[src/rtl/mac_pkg.sv]
// Shared types and sizing for the MAC memory sequencer.
package mac_pkg;

    typedef enum logic [2:0] {
        IDLE,
        LOAD,
        COMPUTE,
        STORE,
        DONE
    } mac_mem_state_e;

    localparam int unsigned MAC_ROWS       = 3;
    localparam int unsigned MAC_LOAD_WORDS = 6;

endpackage

[src/rtl/mac_mem_ctrl.sv]
// Memory sequencer for mac_wrapper: loads A/B rows, hands them to the MAC,
// then stores the three result rows. Stalls the pipeline while active.
module mac_mem_ctrl
    import mac_pkg::*;
#(
    parameter int unsigned ADDR_W     = 32,
    parameter int unsigned DATA_W     = 32,
    parameter int unsigned ROW_STRIDE = 4
) (
    input  logic              clk_i,
    input  logic              rst_ni,
    input  logic              start_i,
    input  logic [1:0]        opcode_i,
    input  logic [ADDR_W-1:0] rs1_i,
    input  logic [ADDR_W-1:0] rs2_i,
    input  logic [ADDR_W-1:0] rd_i,
    output logic              busy_o,
    output logic              done_o,
    output logic              err_o,
    output logic              mem_req_o,
    output logic              mem_we_o,
    output logic [ADDR_W-1:0] mem_addr_o,
    output logic [DATA_W-1:0] mem_wdata_o,
    input  logic              mem_ready_i,
    input  logic [DATA_W-1:0] mem_rdata_i,
    output logic [1:0]        mac_opcode_o,
    output logic [DATA_W-1:0] mac_data1_o,
    output logic [DATA_W-1:0] mac_data2_o,
    output logic [DATA_W-1:0] mac_data3_o,
    output logic [DATA_W-1:0] mac_data4_o,
    output logic [DATA_W-1:0] mac_data5_o,
    output logic [DATA_W-1:0] mac_data6_o,
    input  logic [DATA_W-1:0] mac_res1_i,
    input  logic [DATA_W-1:0] mac_res2_i,
    input  logic [DATA_W-1:0] mac_res3_i
);

    mac_mem_state_e    state_q, state_d;
    logic [2:0]        idx_q, idx_d;
    logic [1:0]        opcode_q, opcode_d;
    logic [ADDR_W-1:0] rs1_q, rs1_d, rs2_q, rs2_d, rd_q, rd_d;
    logic [DATA_W-1:0] ops_q [MAC_LOAD_WORDS];
    logic [DATA_W-1:0] ops_d [MAC_LOAD_WORDS];
    logic [DATA_W-1:0] res_q [MAC_ROWS];
    logic [DATA_W-1:0] res_d [MAC_ROWS];
    logic              err_q, err_d;

    logic [2:0]        row_sel;
    logic [ADDR_W-1:0] row_off;
    logic              misaligned;

    // Reads 3..5 walk matrix B, so the row number restarts at 0 there.
    always_comb begin
        row_sel    = (idx_q >= 3'(MAC_ROWS)) ? idx_q - 3'(MAC_ROWS) : idx_q;
        row_off    = ADDR_W'(row_sel) * ADDR_W'(ROW_STRIDE);
        misaligned = (rs1_i[1:0] | rs2_i[1:0] | rd_i[1:0]) != 2'b00;
    end

    always_comb begin
        state_d     = state_q;
        idx_d       = idx_q;
        opcode_d    = opcode_q;
        rs1_d       = rs1_q;
        rs2_d       = rs2_q;
        rd_d        = rd_q;
        ops_d       = ops_q;
        res_d       = res_q;
        err_d       = 1'b0;
        mem_req_o   = 1'b0;
        mem_we_o    = 1'b0;
        mem_addr_o  = '0;
        mem_wdata_o = '0;
        busy_o      = (state_q != IDLE);
        done_o      = (state_q == DONE);

        case (state_q)
            IDLE: begin
                if (start_i) begin
                    if (misaligned) begin
                        err_d = 1'b1;
                    end else begin
                        opcode_d = opcode_i;
                        rs1_d    = rs1_i;
                        rs2_d    = rs2_i;
                        rd_d     = rd_i;
                        idx_d    = '0;
                        state_d  = LOAD;
                    end
                end
            end
            LOAD: begin
                mem_req_o  = 1'b1;
                mem_addr_o = ((idx_q < 3'(MAC_ROWS)) ? rs1_q : rs2_q) + row_off;
                if (mem_ready_i) begin
                    if (idx_q < 3'(MAC_LOAD_WORDS)) begin
                        ops_d[idx_q] = mem_rdata_i;
                    end
                    if (idx_q == 3'(MAC_LOAD_WORDS - 1)) begin
                        idx_d   = '0;
                        state_d = COMPUTE;
                    end else begin
                        idx_d = idx_q + 3'd1;
                    end
                end
            end
            COMPUTE: begin
                res_d[0] = mac_res1_i;
                res_d[1] = mac_res2_i;
                res_d[2] = mac_res3_i;
                idx_d    = '0;
                state_d  = STORE;
            end
            STORE: begin
                mem_req_o   = 1'b1;
                mem_we_o    = 1'b1;
                mem_addr_o  = rd_q + row_off;
                mem_wdata_o = res_q[idx_q[1:0]];
                if (mem_ready_i) begin
                    if (idx_q == 3'(MAC_ROWS - 1)) begin
                        idx_d   = '0;
                        state_d = DONE;
                    end else begin
                        idx_d = idx_q + 3'd1;
                    end
                end
            end
            DONE: begin
                state_d = IDLE;
            end
            default: begin
                state_d = IDLE;
            end
        endcase
    end

    always_ff @(posedge clk_i or negedge rst_ni) begin
        if (!rst_ni) begin
            state_q  <= IDLE;
            idx_q    <= '0;
            opcode_q <= '0;
            rs1_q    <= '0;
            rs2_q    <= '0;
            rd_q     <= '0;
            ops_q    <= '{default: '0};
            res_q    <= '{default: '0};
            err_q    <= 1'b0;
        end else begin
            state_q  <= state_d;
            idx_q    <= idx_d;
            opcode_q <= opcode_d;
            rs1_q    <= rs1_d;
            rs2_q    <= rs2_d;
            rd_q     <= rd_d;
            ops_q    <= ops_d;
            res_q    <= res_d;
            err_q    <= err_d;
        end
    end

    assign err_o        = err_q;
    assign mac_opcode_o = opcode_q;
    assign mac_data1_o  = ops_q[0];
    assign mac_data2_o  = ops_q[1];
    assign mac_data3_o  = ops_q[2];
    assign mac_data4_o  = ops_q[3];
    assign mac_data5_o  = ops_q[4];
    assign mac_data6_o  = ops_q[5];

endmodule

[config.mk]
export PLATFORM = sky130hd
export DESIGN_NAME = mac_mem_ctrl
export DESIGN_NICKNAME = d
export VERILOG_FILES = /design/src/rtl/mac_pkg.sv /design/src/rtl/mac_mem_ctrl.sv
export SDC_FILE = /design/constraint.sdc
export NUM_CORES = 1
export LEC_CHECK = 0
export BUFFER_PORTS_ARGS = -buffer_cell sky130_fd_sc_hd__buf_2
export CAP_MARGIN = 20
export CORE_MARGIN = 2
export CORE_UTILIZATION = 35
export CTS_BUF_LIST = sky130_fd_sc_hd__clkbuf_8 sky130_fd_sc_hd__clkbuf_16
export CTS_CLUSTER_DIAMETER = 100
export DETAILED_ROUTE_END_ITERATION = 16
export PLACE_DENSITY = 0.67
export SETUP_SLACK_MARGIN = 0.2
export SLEW_MARGIN = 10
export SYNTH_ARGS = -nofsm -noshare
export SYNTH_HDL_FRONTEND = slang
export SYNTH_SLANG_ARGS = --single-unit
[constraint.sdc]
create_clock -name clk_i -period 6.87 [get_ports clk_i]
set_input_delay 1.374 -clock clk_i [delete_from_list [all_inputs] [get_ports clk_i]]
set_output_delay 1.374 -clock clk_i [all_outputs]
set_load 0.03 [all_outputs]
== Yosys cells after proc, flatten, opt, wreduce, memory -nomap -nowiden ==
Cells that the tools add are included.
Storage, ports and cells
  bits in registers: 393
  bits of input ports: 230
  logic and storage cells: 82
Operators by class
  add/sub/neg operators: 4
  magnitude comparators: 6
  equal/unequal tests: 12
  muxes and demuxes: 29
  bitwise gates (word level): 5
  reductions and logical operators: 10
Operators with widths (count)
  $bwmux 192: 1
  $mux 32: 5
  $demux 32 s3: 1
  $add 32x5->32: 2
  $bmux 32 s2: 1
  $pmux 32 s2: 1
  $mux 3: 13
  $pmux 3 s4: 2
  $ne 2x2->1 const B: 6
  $eq 3x2->1 const B: 3
  $eq 3x3->1 const B: 2
  $reduce_and 3->1: 2
  $reduce_and 6->1: 1
  $mux 1: 5
  $reduce_and 5->1: 1
  $ge 4x4->1 const B: 1
  $lt 4x1->1 const B: 1
  $not 3->4: 1
  $or 2x2->2: 2
  $reduce_bool 4->1: 1
  $add 3x1->3 const B: 1
  $eq 3x1->1 const B: 1
  $ge 3x2->1 const B: 1
  $ge 3x3->1 const B: 1
  10 further kinds: 10

== Logic depth before layout (Yosys ltp) ==
  depth after elaboration: 6
  mapped depth: 18
  mapped depth without buffers: 14

== Worst setup path after synthesis ==
OpenSTA, ideal clock, no wires.
  kind: register -> output
  start: reg state_q[0]
  end: out mem_addr_o[28]
  arrival time: 4.248 ns
  setup slack: 1.248 ns
  stages on the path, launching flop included: 19
  buffers on the path: 5
  path through: dfrtp_1 > buf_2 > nand3b_4 > buf_2 > buf_2 > buf_1 > clkbuf_1 > nor2_1 > a31oi_1 > ha_1 > inv_1 > fa_1 > nor2b_1 > nor2_1 > nor3_1 > nand3_1 > nor4_2 > nand3b_1 > mux2i_1
Between the ends
  longest elaborated chain between the ends: 2
RTL lines
  start, declared: RTL line mac_mem_ctrl.sv:38  | mac_mem_state_e state_q, state_d;
  start signal, assigned: RTL line mac_mem_ctrl.sv:148  | state_q <= state_d;
  $eq 3x2->1 / $eq 3x1->1 (equally long branches): RTL line mac_mem_ctrl.sv:76  | case (state_q)
  $pmux 32 s2 *: RTL line mac_mem_ctrl.sv:76
  end, declared: RTL line mac_mem_ctrl.sv:22  | output logic [ADDR_W-1:0] mem_addr_o,
Mark *: on every way between the ends. The rest lies on a longest branch, timed or not.

== Worst setup path in the final report ==
  start: reg idx_q[0]
  end: out mem_addr_o[31]
Between the ends
  longest elaborated chain between the ends: 4
RTL lines
  start, declared: RTL line mac_mem_ctrl.sv:39  | logic [2:0] idx_q, idx_d;
  start signal, assigned: RTL line mac_mem_ctrl.sv:149  | idx_q <= idx_d;
  $sub 3x2->3, or another cell as far along: RTL line mac_mem_ctrl.sv:54  | row_sel = (idx_q >= 3'(MAC_ROWS)) ? idx_q - 3'(MAC_ROWS) : idx_q;
  $mux 3 / $mux 32 (equally long branches): RTL line mac_mem_ctrl.sv:54, mac_mem_ctrl.sv:93
  $add 32x5->32, on equally long branches: RTL line mac_mem_ctrl.sv:116, mac_mem_ctrl.sv:93
  $pmux 32 s2 *: RTL line mac_mem_ctrl.sv:76
Marks and branches as above.

==> run metrics <==
status=finished clean; grt total ovfl=0; worst-path fanout max=43; Starting Density=0.355; # setup viols final=0; Post-layout nets=2014; Mapped Area=16900 um2; Register Area=9840 um2; DP Cell Count=2344; Simple-Gate Fraction of Synth Area=0.0674; commonest cells after routing, fill and taps aside=buf_2, dfrtp_1, mux2_2; Fin Setup TNS=0 ns; type of the tightest min-delay check=register to register; commonest non-fill, non-tap cell in the layout=buf_2; die area=50100 um2; post-synthesis sequential area ratio=0.581; area of the multi-input gates=6810 um2; vias in the first global route=12900; Final Hold Viols=0; Startpoint Class=register; RSZ-0062 raised after global routing=no; row cnt=80; initial antenna violation count=6; P&R area growth vs syn=28.0%; Post-synth EDFFs=0; Iteration-0 DRC Markers=635; Worst VDD drop=298 uV; worst-margin pin slew=0.995 ns; DRT Pass-1 Iters=5; Req. time, crit path=5.50 ns; clock tree from TritonCTS=yes; CTS Buffer Depth=3; Most used DFF post-synth=dfrtp_1; fillers=4353; crit path time final=6.37 ns; clk slew on worst S/H paths=0.06 ns; GP Congestion=0.834; Max H-tree Level=2; post-DR wirelength/cell=19.7 um; Clock Sinks=393; fraction of layout cells with a size suffix above 1=0.543; Post-Synth Adder-Cell Area=0.00636; fmax=157 MHz; Yosys reg bits=393; die height=224 um; DRT Wirelength=47700 um; max_slew headroom=0.332; Mapped Cells=1294; Mapped Avg Cell Area=13.1 um2; vias per inst=5.05; Synth Area in Compound Gates=0.0449; post-DP HPWL=33400 um; post-synthesis mux area share=0.273; Slew Viols, Final=0; cts repair resizes=0; worst path arrival time=5.00 ns; Critical Path Sink Type=output port; CTS Buf Count=44; Via Count=12300; CTS Hold Buffers Added=0; main combinational cell family by area after synthesis=multiplexers; Port Buffers=492; XOR/XNOR share of the synthesized area=0.00673; post-CTS setup buffers=0; leak pwr=10.8 nW; root buf cell=clkbuf_16; die width=224 um; largest net degree at the start of global routing=147; Worst Clk Skew=0.0266 ns; maxcap violations=0; power per cell area=509 nW/um2; async set or reset register ratio after synthesis=1.00; global-route wire length before repair=73600 um; GRT Util Overall=0.187; critical path class=register to output port; DRT antenna net count=0; # DRC=0; Post-Syn Nets=1532; # IOs=493; fin cells=2425; count of cell types in the netlist=46; Synth warnings=0; Core ar.=47700 um2; fin crit share=0.927; Skew-Pair Late Insertion Delay=0.57 ns
==> Yosys cell counts (3+ instances only) <==
cell	number	share of area
buf_2	9	0.0027
mux2i_1	34	0.020
ha_1	7	0.0052
a31oi_1	5	0.0018
nand2b_1	3	0.0011
or4_1	3	0.0013
mux2_2	380	0.25
o21ai_0	8	0.0024
a221oi_1	3	0.0016
buf_1	12	0.0027
nor3_1	11	0.0033
nand2_1	49	0.011
nor4_1	7	0.0026
a21oi_1	91	0.027
nor3b_1	3	0.0013
or3_1	5	0.0018
dfrtp_1	393	0.58
o2bb2ai_1	6	0.0031
xnor2_1	11	0.0057
and2_1	8	0.0030
nand4_1	5	0.0018
nor2_1	118	0.026
inv_1	10	0.0022
a21o_1	10	0.0044
and3_1	3	0.0011
nand3_1	15	0.0044
clkbuf_1	51	0.011
nor2b_1	8	0.0030
o21a_1	4	0.0018
==> metal layers <==
metal,global-route usage,routed length [um],vias to the layer above
met5,0,25,-
li1,-,-,5517
met2,0.315,23200,445
met3,0.0601,4100,65
met1,0.231,19500,6220
met4,0.0523,874,4
==> state kept, by name, summed over array words and instances (netlist names) <==
signal	flops
res_q	96
mac_data1_o	32
mac_data2_o	32
mac_data3_o	32
mac_data4_o	32
mac_data5_o	32
mac_data6_o	32
rd_q	32
rs1_q	32
rs2_q	32
idx_q	3
state_q	3
mac_opcode_o	2
err_o	1
==> critical path, cell delays in order, from the launching register on <==
cell	delay, ns
dfrtp_2	0.74
ha_1	0.39
ha_1	0.21
or3_1	0.34
a21oi_1	0.24
ha_1	0.18
a21o_1	0.11
a21oi_1	0.13
or3b_1	0.52
or4_4	0.64
or4_1	0.54
a21oi_1	0.18
buf_2	0.22
==> final timing paths <==
path                                              from                     to  slack, ns  cells after the start
worst max-delay path              idx_q[0]$_DFFE_PN0P_         mem_addr_o[31]       0.50                     12
worst min-delay path              rs1_q[0]$_DFFE_PN0P_   rs1_q[0]$_DFFE_PN0P_       0.49                      1
worst max register to register  state_q[1]$_DFFE_PN0P_  res_q[58]$_DFFE_PN0P_       3.81                      4
worst min register to register    rs1_q[0]$_DFFE_PN0P_   rs1_q[0]$_DFFE_PN0P_       0.49                      1
max in group asynchronous                       rst_ni   rd_q[19]$_DFFE_PN0P_       4.61                      2
min in group asynchronous                       rst_ni  res_q[56]$_DFFE_PN0P_       0.86                      1
==> stage by stage <==
step           total power (W)   util  hold slack (ns)  setup slack, ns  area [um2]
2_1_floorplan          0.00700      -            0.453             1.25       16900
3_3_place_gp           0.00843  0.421            0.470             1.11       20100
3_5_place_dp           0.00855  0.421            0.474            0.944       20100
4_1_cts                 0.0111  0.453            0.492            0.343       21700
5_1_grt                 0.0116  0.454            0.509            0.265       21700
6_report                0.0110  0.454            0.489            0.500       21700
==> layout make-up <==
type                       instances  area share
inverter                          11     0.00191
clock inverter                    22      0.0138
antenna                            2    0.000231
clock buffer                      56      0.0585
tap                              615      0.0355
multi-input combinational        815       0.314
sequential                       393       0.454
timing repair buffer             511       0.122
==> logic make-up after synthesis <==
family | after synthesis
XOR/XNOR | 13
buffers and inverters | 86
multiplexers | 414
AO/OA/AOI/OAI | 133
AND/OR/NAND/NOR | 247
flip-flops | 393
adder cells (fa/ha/maj) | 8
==> where the power goes <==
group	switching [W]	total (W)	internal, W
clock	0.000959	0.00252	0.00156
sequential	0.000463	0.00357	0.00311
combinational	0.00321	0.00493	0.00172
total	0.00464	0.0110	0.00639
Power figures use the tool's default switching activity.
